$ cat src/rtl/reaction_pkg.sv
// reaction_pkg: shared state encoding, display-counter codes and LFSR taps
// for the multi-player reaction arbiter.
package reaction_pkg;
    typedef enum logic [1:0] {IDLE, ARM, GO, RESULT} state_t;
    localparam logic [1:0] CF_CLEAR = 2'b00;
    localparam logic [1:0] CF_HOLD = 2'b01;
    localparam logic [1:0] CF_RUN = 2'b10;
    // Right-shift Galois mask for x^32 + x^22 + x^2 + x + 1
    localparam logic [31:0] LFSR_TAPS = 32'h8020_0003;
endpackage

$ cat src/rtl/lfsr32.sv
// lfsr32: free-running 32-bit Galois LFSR, seeded to 1 by async reset.
module lfsr32 import reaction_pkg::*; (
    input  logic        clk,
    input  logic        rst,
    output logic [31:0] q
);
    logic [31:0] q_q, q_d;
    always_comb q_d = {1'b0, q_q[31:1]} ^ (q_q[0] ? LFSR_TAPS : 32'h0);
    always_ff @(posedge clk or posedge rst) begin
        if (rst) q_q <= 32'h1;
        else q_q <= q_d;
    end
    assign q = q_q;
endmodule

$ cat src/rtl/reaction_arbiter.sv
// reaction_arbiter: multi-player reaction timer; arms on start, lights the go
// lamp after a pseudo-random delay and reports the first eligible stop.
module reaction_arbiter import reaction_pkg::*; #(
    parameter int PLAYERS = 4,
    parameter int CNT_W = 32,
    parameter int DELAY_MIN = 100000000,
    parameter int DELAY_SPAN = 200000000,
    parameter int TIMEOUT_CYC = 500000000,
    localparam int ID_W = (PLAYERS > 1) ? $clog2(PLAYERS) : 1
) (
    input  logic               clk_50M,
    input  logic               clear,
    input  logic               start,
    input  logic [PLAYERS-1:0] stop,
    output logic [1:0]         CounterFlag,
    output logic               LED,
    output logic               LED_InRuning,
    output logic [PLAYERS-1:0] false_start,
    output logic               winner_valid,
    output logic [ID_W-1:0]    winner_id,
    output logic [CNT_W-1:0]   react_cyc,
    output logic               timeout,
    output logic               done
);
    state_t state_q, state_d;
    logic [CNT_W-1:0] cnt_q, cnt_d, delay_q, delay_d, react_q, react_d, cnt_inc;
    logic [PLAYERS-1:0] stop_prev_q, fs_q, fs_d, stop_edge, elig;
    logic [ID_W-1:0] wid_q, wid_d, first_id;
    logic [1:0] cf_q, cf_d;
    logic [31:0] lfsr;
    logic start_prev_q, start_edge;
    logic wv_q, wv_d, to_q, to_d, done_q, done_d, led_q, led_d, run_q, run_d;

    lfsr32 u_lfsr (.clk(clk_50M), .rst(clear), .q(lfsr));

    assign start_edge = start & ~start_prev_q;
    assign stop_edge = stop & ~stop_prev_q;
    assign elig = stop_edge & ~fs_q;
    assign cnt_inc = cnt_q + CNT_W'(1);

    always_comb begin
        first_id = '0;
        for (int i = PLAYERS - 1; i >= 0; i--) if (elig[i]) first_id = ID_W'(i);
    end

    always_comb begin
        state_d = state_q;
        cnt_d = cnt_q;
        delay_d = delay_q;
        react_d = react_q;
        fs_d = fs_q;
        wid_d = wid_q;
        wv_d = wv_q;
        to_d = to_q;
        led_d = led_q;
        run_d = run_q;
        cf_d = cf_q;
        done_d = 1'b0;
        case (state_q)
            IDLE, RESULT: if (start_edge) begin
                state_d = ARM;
                fs_d = '0;
                wv_d = 1'b0;
                to_d = 1'b0;
                react_d = '0;
                delay_d = CNT_W'(DELAY_MIN) + CNT_W'(lfsr % 32'(DELAY_SPAN));
                cnt_d = '0;
                cf_d = CF_CLEAR;
                run_d = 1'b1;
            end
            ARM: begin
                cnt_d = cnt_inc;
                fs_d = fs_q | stop_edge;
                // A full house of false starts beats a coincident delay expiry
                if (&fs_d) begin
                    state_d = RESULT;
                    done_d = 1'b1;
                    cf_d = CF_HOLD;
                    run_d = 1'b0;
                end else if (cnt_inc == delay_q) begin
                    state_d = GO;
                    led_d = 1'b1;
                    cf_d = CF_RUN;
                    cnt_d = '0;
                end
            end
            GO: begin
                cnt_d = cnt_inc;
                if (|elig || cnt_inc == CNT_W'(TIMEOUT_CYC)) begin
                    state_d = RESULT;
                    wv_d = |elig;
                    to_d = ~|elig;
                    react_d = |elig ? cnt_inc : react_q;
                    wid_d = |elig ? first_id : wid_q;
                    led_d = 1'b0;
                    cf_d = CF_HOLD;
                    run_d = 1'b0;
                    done_d = 1'b1;
                end
            end
            default: ;
        endcase
    end

    always_ff @(posedge clk_50M or posedge clear) begin
        if (clear) begin
            state_q <= IDLE;
            cnt_q <= '0;
            delay_q <= '0;
            react_q <= '0;
            fs_q <= '0;
            wid_q <= '0;
            wv_q <= 1'b0;
            to_q <= 1'b0;
            led_q <= 1'b0;
            run_q <= 1'b0;
            cf_q <= CF_CLEAR;
            done_q <= 1'b0;
            start_prev_q <= 1'b1;
            stop_prev_q <= '1;
        end else begin
            state_q <= state_d;
            cnt_q <= cnt_d;
            delay_q <= delay_d;
            react_q <= react_d;
            fs_q <= fs_d;
            wid_q <= wid_d;
            wv_q <= wv_d;
            to_q <= to_d;
            led_q <= led_d;
            run_q <= run_d;
            cf_q <= cf_d;
            done_q <= done_d;
            start_prev_q <= start;
            stop_prev_q <= stop;
        end
    end

    assign CounterFlag = cf_q;
    assign LED = led_q;
    assign LED_InRuning = run_q;
    assign false_start = fs_q;
    assign winner_valid = wv_q;
    assign winner_id = wid_q;
    assign react_cyc = react_q;
    assign timeout = to_q;
    assign done = done_q;
endmodule

$ cat config.mk
export PLATFORM = sky130hd
export DESIGN_NAME = reaction_arbiter
export DESIGN_NICKNAME = d
export VERILOG_FILES = /design/src/rtl/reaction_pkg.sv /design/src/rtl/lfsr32.sv /design/src/rtl/reaction_arbiter.sv
export SDC_FILE = /design/constraint.sdc
export NUM_CORES = 1
export LEC_CHECK = 0
export ABC_AREA = 1
export ABC_CLOCK_PERIOD_IN_PS = 17800
export CORE_MARGIN = 2
export CORE_UTILIZATION = 60
export DETAILED_ROUTE_END_ITERATION = 8
export PLACE_DENSITY = 0.79
export SETUP_SLACK_MARGIN = 0.4
export SLEW_MARGIN = 20
export SYNTH_ARGS = -nofsm -noshare
export SYNTH_HDL_FRONTEND = slang
export SYNTH_SLANG_ARGS = --single-unit
$ cat constraint.sdc
create_clock -name clk_50M -period 17.8 [get_ports clk_50M]
set_clock_uncertainty 0.2 [all_clocks]
set_input_delay 1.78 -clock clk_50M [delete_from_list [all_inputs] [get_ports clk_50M]]
set_output_delay 1.78 -clock clk_50M [all_outputs]
set_load 0.1 [all_outputs]
==> results.md <==
* Met3 WL at approximately 1300 um
* Initial antenna violation count at 0
* Total CTS buffers at 17
* Clock Tree Buf Depth at 2
* Synth cell types at 50
* Die H at around 140 um
* Setup WS post-layout at 9.76 ns
* Slowest stage cell on the critical path: a21oi_1
* Max VDD drop at 0.0991 mV
* Die W at 143 um
* Combinational power share at between 30% and 40%
* Crit path required time at 17.92 ns
* PD cells at about 88 mW/mm^2
* Largest net degree at the start of global routing at between 80 and 90
* # Max-Cap Violations at 0
* Clock root buffer: clkbuf_16
* Worst hold path type: flop to flop
* Synth cell count leaders: nand2_1, inv_1, nand3_1, nor2_1, dfrtp_1
* Sw Pwr at 473 uW
* Cells after Synth at 1,781
* FP Rows at 50
* Most frequent cell after synthesis: nand2_1
* CP max FO at 27
* First-pass GRT wire length at 50,100 um
* Drt drc at 0
* Asr flop ratio synth at 100%
* CTS resizes at 0
* CTS clock-pin slew for the worst setup and hold paths at 0.07 ns
* Sequential element share of the synthesized area at between 30% and 40%
* Hold endpoint: u_lfsr.q[29]$_DFF_PP0_
* Post-Syn Area at between 0.01 and 0.015 mm^2
* Post-synth EDFFs at 0
* Fin crit period at about 8.0 ns
* Drt pass-1 iters at 5
* Post-DP HPWL at 22,400 um
* Hold_ws at 0.212 ns
* Final period util at 45.1%
* CP endpoint kind: flop
* I/O pins at 52
* NumNets Final at around 1.8k
* Starting Density at 61.7%
* Filler instances at 1,793
* Met1 WL at 13,400 um
* Reg-to-reg endpoint: delay_q[20]$_DFFE_PP0P_
* Vias per cell at 5.51
* DRT antenna net count at 0
* Reg2reg path depth at a little under 50
* Area Growth Syn to Fin at 10.0%
* Number of setup buffers added after CTS at 0
* WS Path Type: flop to flop
* Slew headroom at 28.6%
* Post-place setup slack at approximately 10 ns
* Cts hold-fix bufs at 0
* Total Routing Usage GR at 29.8%
* Hold depth at 0
* R2r setup slk at between 9 and 10 ns
* Leading area contributor after synthesis: dfrtp_1
* Setup TNS at 0 ns
* Mapped Nets at 1,793
* Yosys reg bits at around 150
* Clock sink total at 148
* Ant. Diodes at 0
* HP Start: u_lfsr.q[30]$_DFF_PP0_
* Syn Area/Cell at 6.54 um^2
* Routed WL at a little under 30,000 um
* Die area at 0.0206 mm^2
* Clock power share at 31.4%
* Arrival @ worst endpoint at just over 8 ns
* Top cell type's share of synthesized area at 30.5%
* Max-slew violations at 0
* Static leakage at 0.00633 uW
* Hold Vio Cnt, Final at 0
* Ys flop type: dfrtp_1
* CTS tree: done
* Vias in the first global route at 10.6k
* Max incr delay on CP at 0.73 ns
* Crit path top cell by count: nand2_1
* Met2 wire length at 14,300 um
* Fraction of layout cells with a size suffix above 1 at 9.91%
* RSZ-0062 raised after global routing: no
* Port bufs at approximately 50
* Clk Latency, worst-skew pair at about 0.43 ns
* Fmax at 124 MHz
* Final setup viols at 0
* Via count at 11.5k
* CP Launch Type: flop
* Grt ovf at 0
* Status: finished clean
* Core area at 0.0189 mm^2
* Int Power at roughly 650 uW
* Flop pwr share at 34.7%
* Synth area leaders: dfrtp_1, nand2_1, nand3_1
* Routability cong. at about 0.95
* Reg-to-Reg Start: u_lfsr.q[24]$_DFF_PP0_
* Wire per inst at approximately 14 um
* H-tree depth at 4
* DR iter-0 viols at 1,104
* Highest metal layer with signal wires: met4
* Number of synthesis warnings at 0
* Worst slew pin tran at between 1 and 1.5 ns
* Sw Ratio at between 40% and 50%
## cell type report
type | instances | area, um^2 | share of cell area (%)
clock inverter | 14 | 150 | 1.17
inverter | 248 | 936 | 7.30
clock buffer | 18 | 429 | 3.35
sequential | 148 | 3710 | 28.9
timing repair buffer | 55 | 541 | 4.22
multi-input combinational | 1343 | 6730 | 52.5
tap | 260 | 325 | 2.54
## critical path: cells and delay by family (launching register included)
kind | cells | cell delay [ns]
adders and majority gates | 1 | 0.21
DFF | 1 | 0.42
AOI/OAI and AO/OA | 1 | 0.73
buffers and inverters | 4 | 0.37
and+or+nand+nor | 43 | 5.97
## how the worst max path moves through the flow
stage | cells past startpoint | slack (ns) | from | end
4_1_cts | 49 | 9.89 | u_lfsr.q[24]$_DFF_PP0_ | delay_q[20]$_DFFE_PP0P_
3_5_place_dp | 49 | 9.99 | u_lfsr.q[24]$_DFF_PP0_ | delay_q[20]$_DFFE_PP0P_
2_1_floorplan | 1 | 11.85 | clear | CounterFlag[0]$_DFFE_PP0P_
3_3_place_gp | 49 | 10.30 | u_lfsr.q[24]$_DFF_PP0_ | delay_q[20]$_DFFE_PP0P_
5_1_grt | 49 | 8.89 | u_lfsr.q[22]$_DFF_PP0_ | delay_q[20]$_DFFE_PP0P_
6_report | 49 | 9.76 | u_lfsr.q[24]$_DFF_PP0_ | delay_q[20]$_DFFE_PP0P_
## sequential cells by signal, summed over array words and instances (netlist names)
signal	flops
CounterFlag	2
LED	1
LED_InRuning	1
cnt_q	32
delay_q	32
done	1
false_start	4
react_cyc	32
start_prev_q	1
state_q	2
stop_prev_q	4
timeout	1
u_lfsr.q	32
winner_id	2
winner_valid	1
## cells by family after synthesis
group / Yosys count / share of synthesized area (%)
flip-flops: 148 / 31.8
buffers and inverters: 290 / 10.5
AND/OR/NAND/NOR: 1097 / 42.8
adder cells (fa/ha/maj): 5 / 0.537
AO/OA/AOI/OAI: 167 / 8.79
XOR/XNOR: 74 / 5.56
## metal layers
metal | up-vias | GRT usage [%]
met3 | 48 | 3.83
met2 | 330 | 51.2
li1 | 5794 | -
met1 | 5326 | 39.4
met4 | 0 | 8.51
met5 | - | 0
## placed cells by master (no fill, tap or decap), types with 3 or more instances in the layout
cell type and instances:
nor4_1 19, dfstp_2 6, nor3_1 25, o21ai_1 17, nand3_1 172, ha_1 5, buf_4 4, clkinv_4 5
o31ai_1 3, nand2_1 551, clkdlybuf4s50_1 51, nor2_2 22, o21ai_2 4, nand3_2 11, xor2_1 66, nor2_4 10
o2111ai_1 3, o32ai_1 28, clkbuf_16 17, nand2_2 50, dfrtp_1 142, inv_8 3, nand3_4 4, xnor2_1 8
nand3b_1 11, clkinv_1 4, o21ai_0 77, inv_1 216, nand4_1 37, a21oi_1 23, nor2_1 171, nand2_4 3
inv_2 27, or2_2 4
## power groups by stage
stage	logic, uW	clock network (uW)	registers, uW
6_report	382	354	391
5_1_grt	415	371	394
4_1_cts	381	357	391
3_5_place_dp	380	0	397
3_3_place_gp	376	0	396
2_1_floorplan	189	0	496
## through the flow
step,cells,cell area [um^2],util [%],power [uW]
global placement,2054,12200,64.8,771
floorplan,1781,11700,-,685
CTS,2086,12800,67.8,1130
finish,2086,12800,67.9,1130
detailed placement,2054,12200,64.8,777
global route,2086,12800,67.9,1180
(Power assumes the default switching activity.)
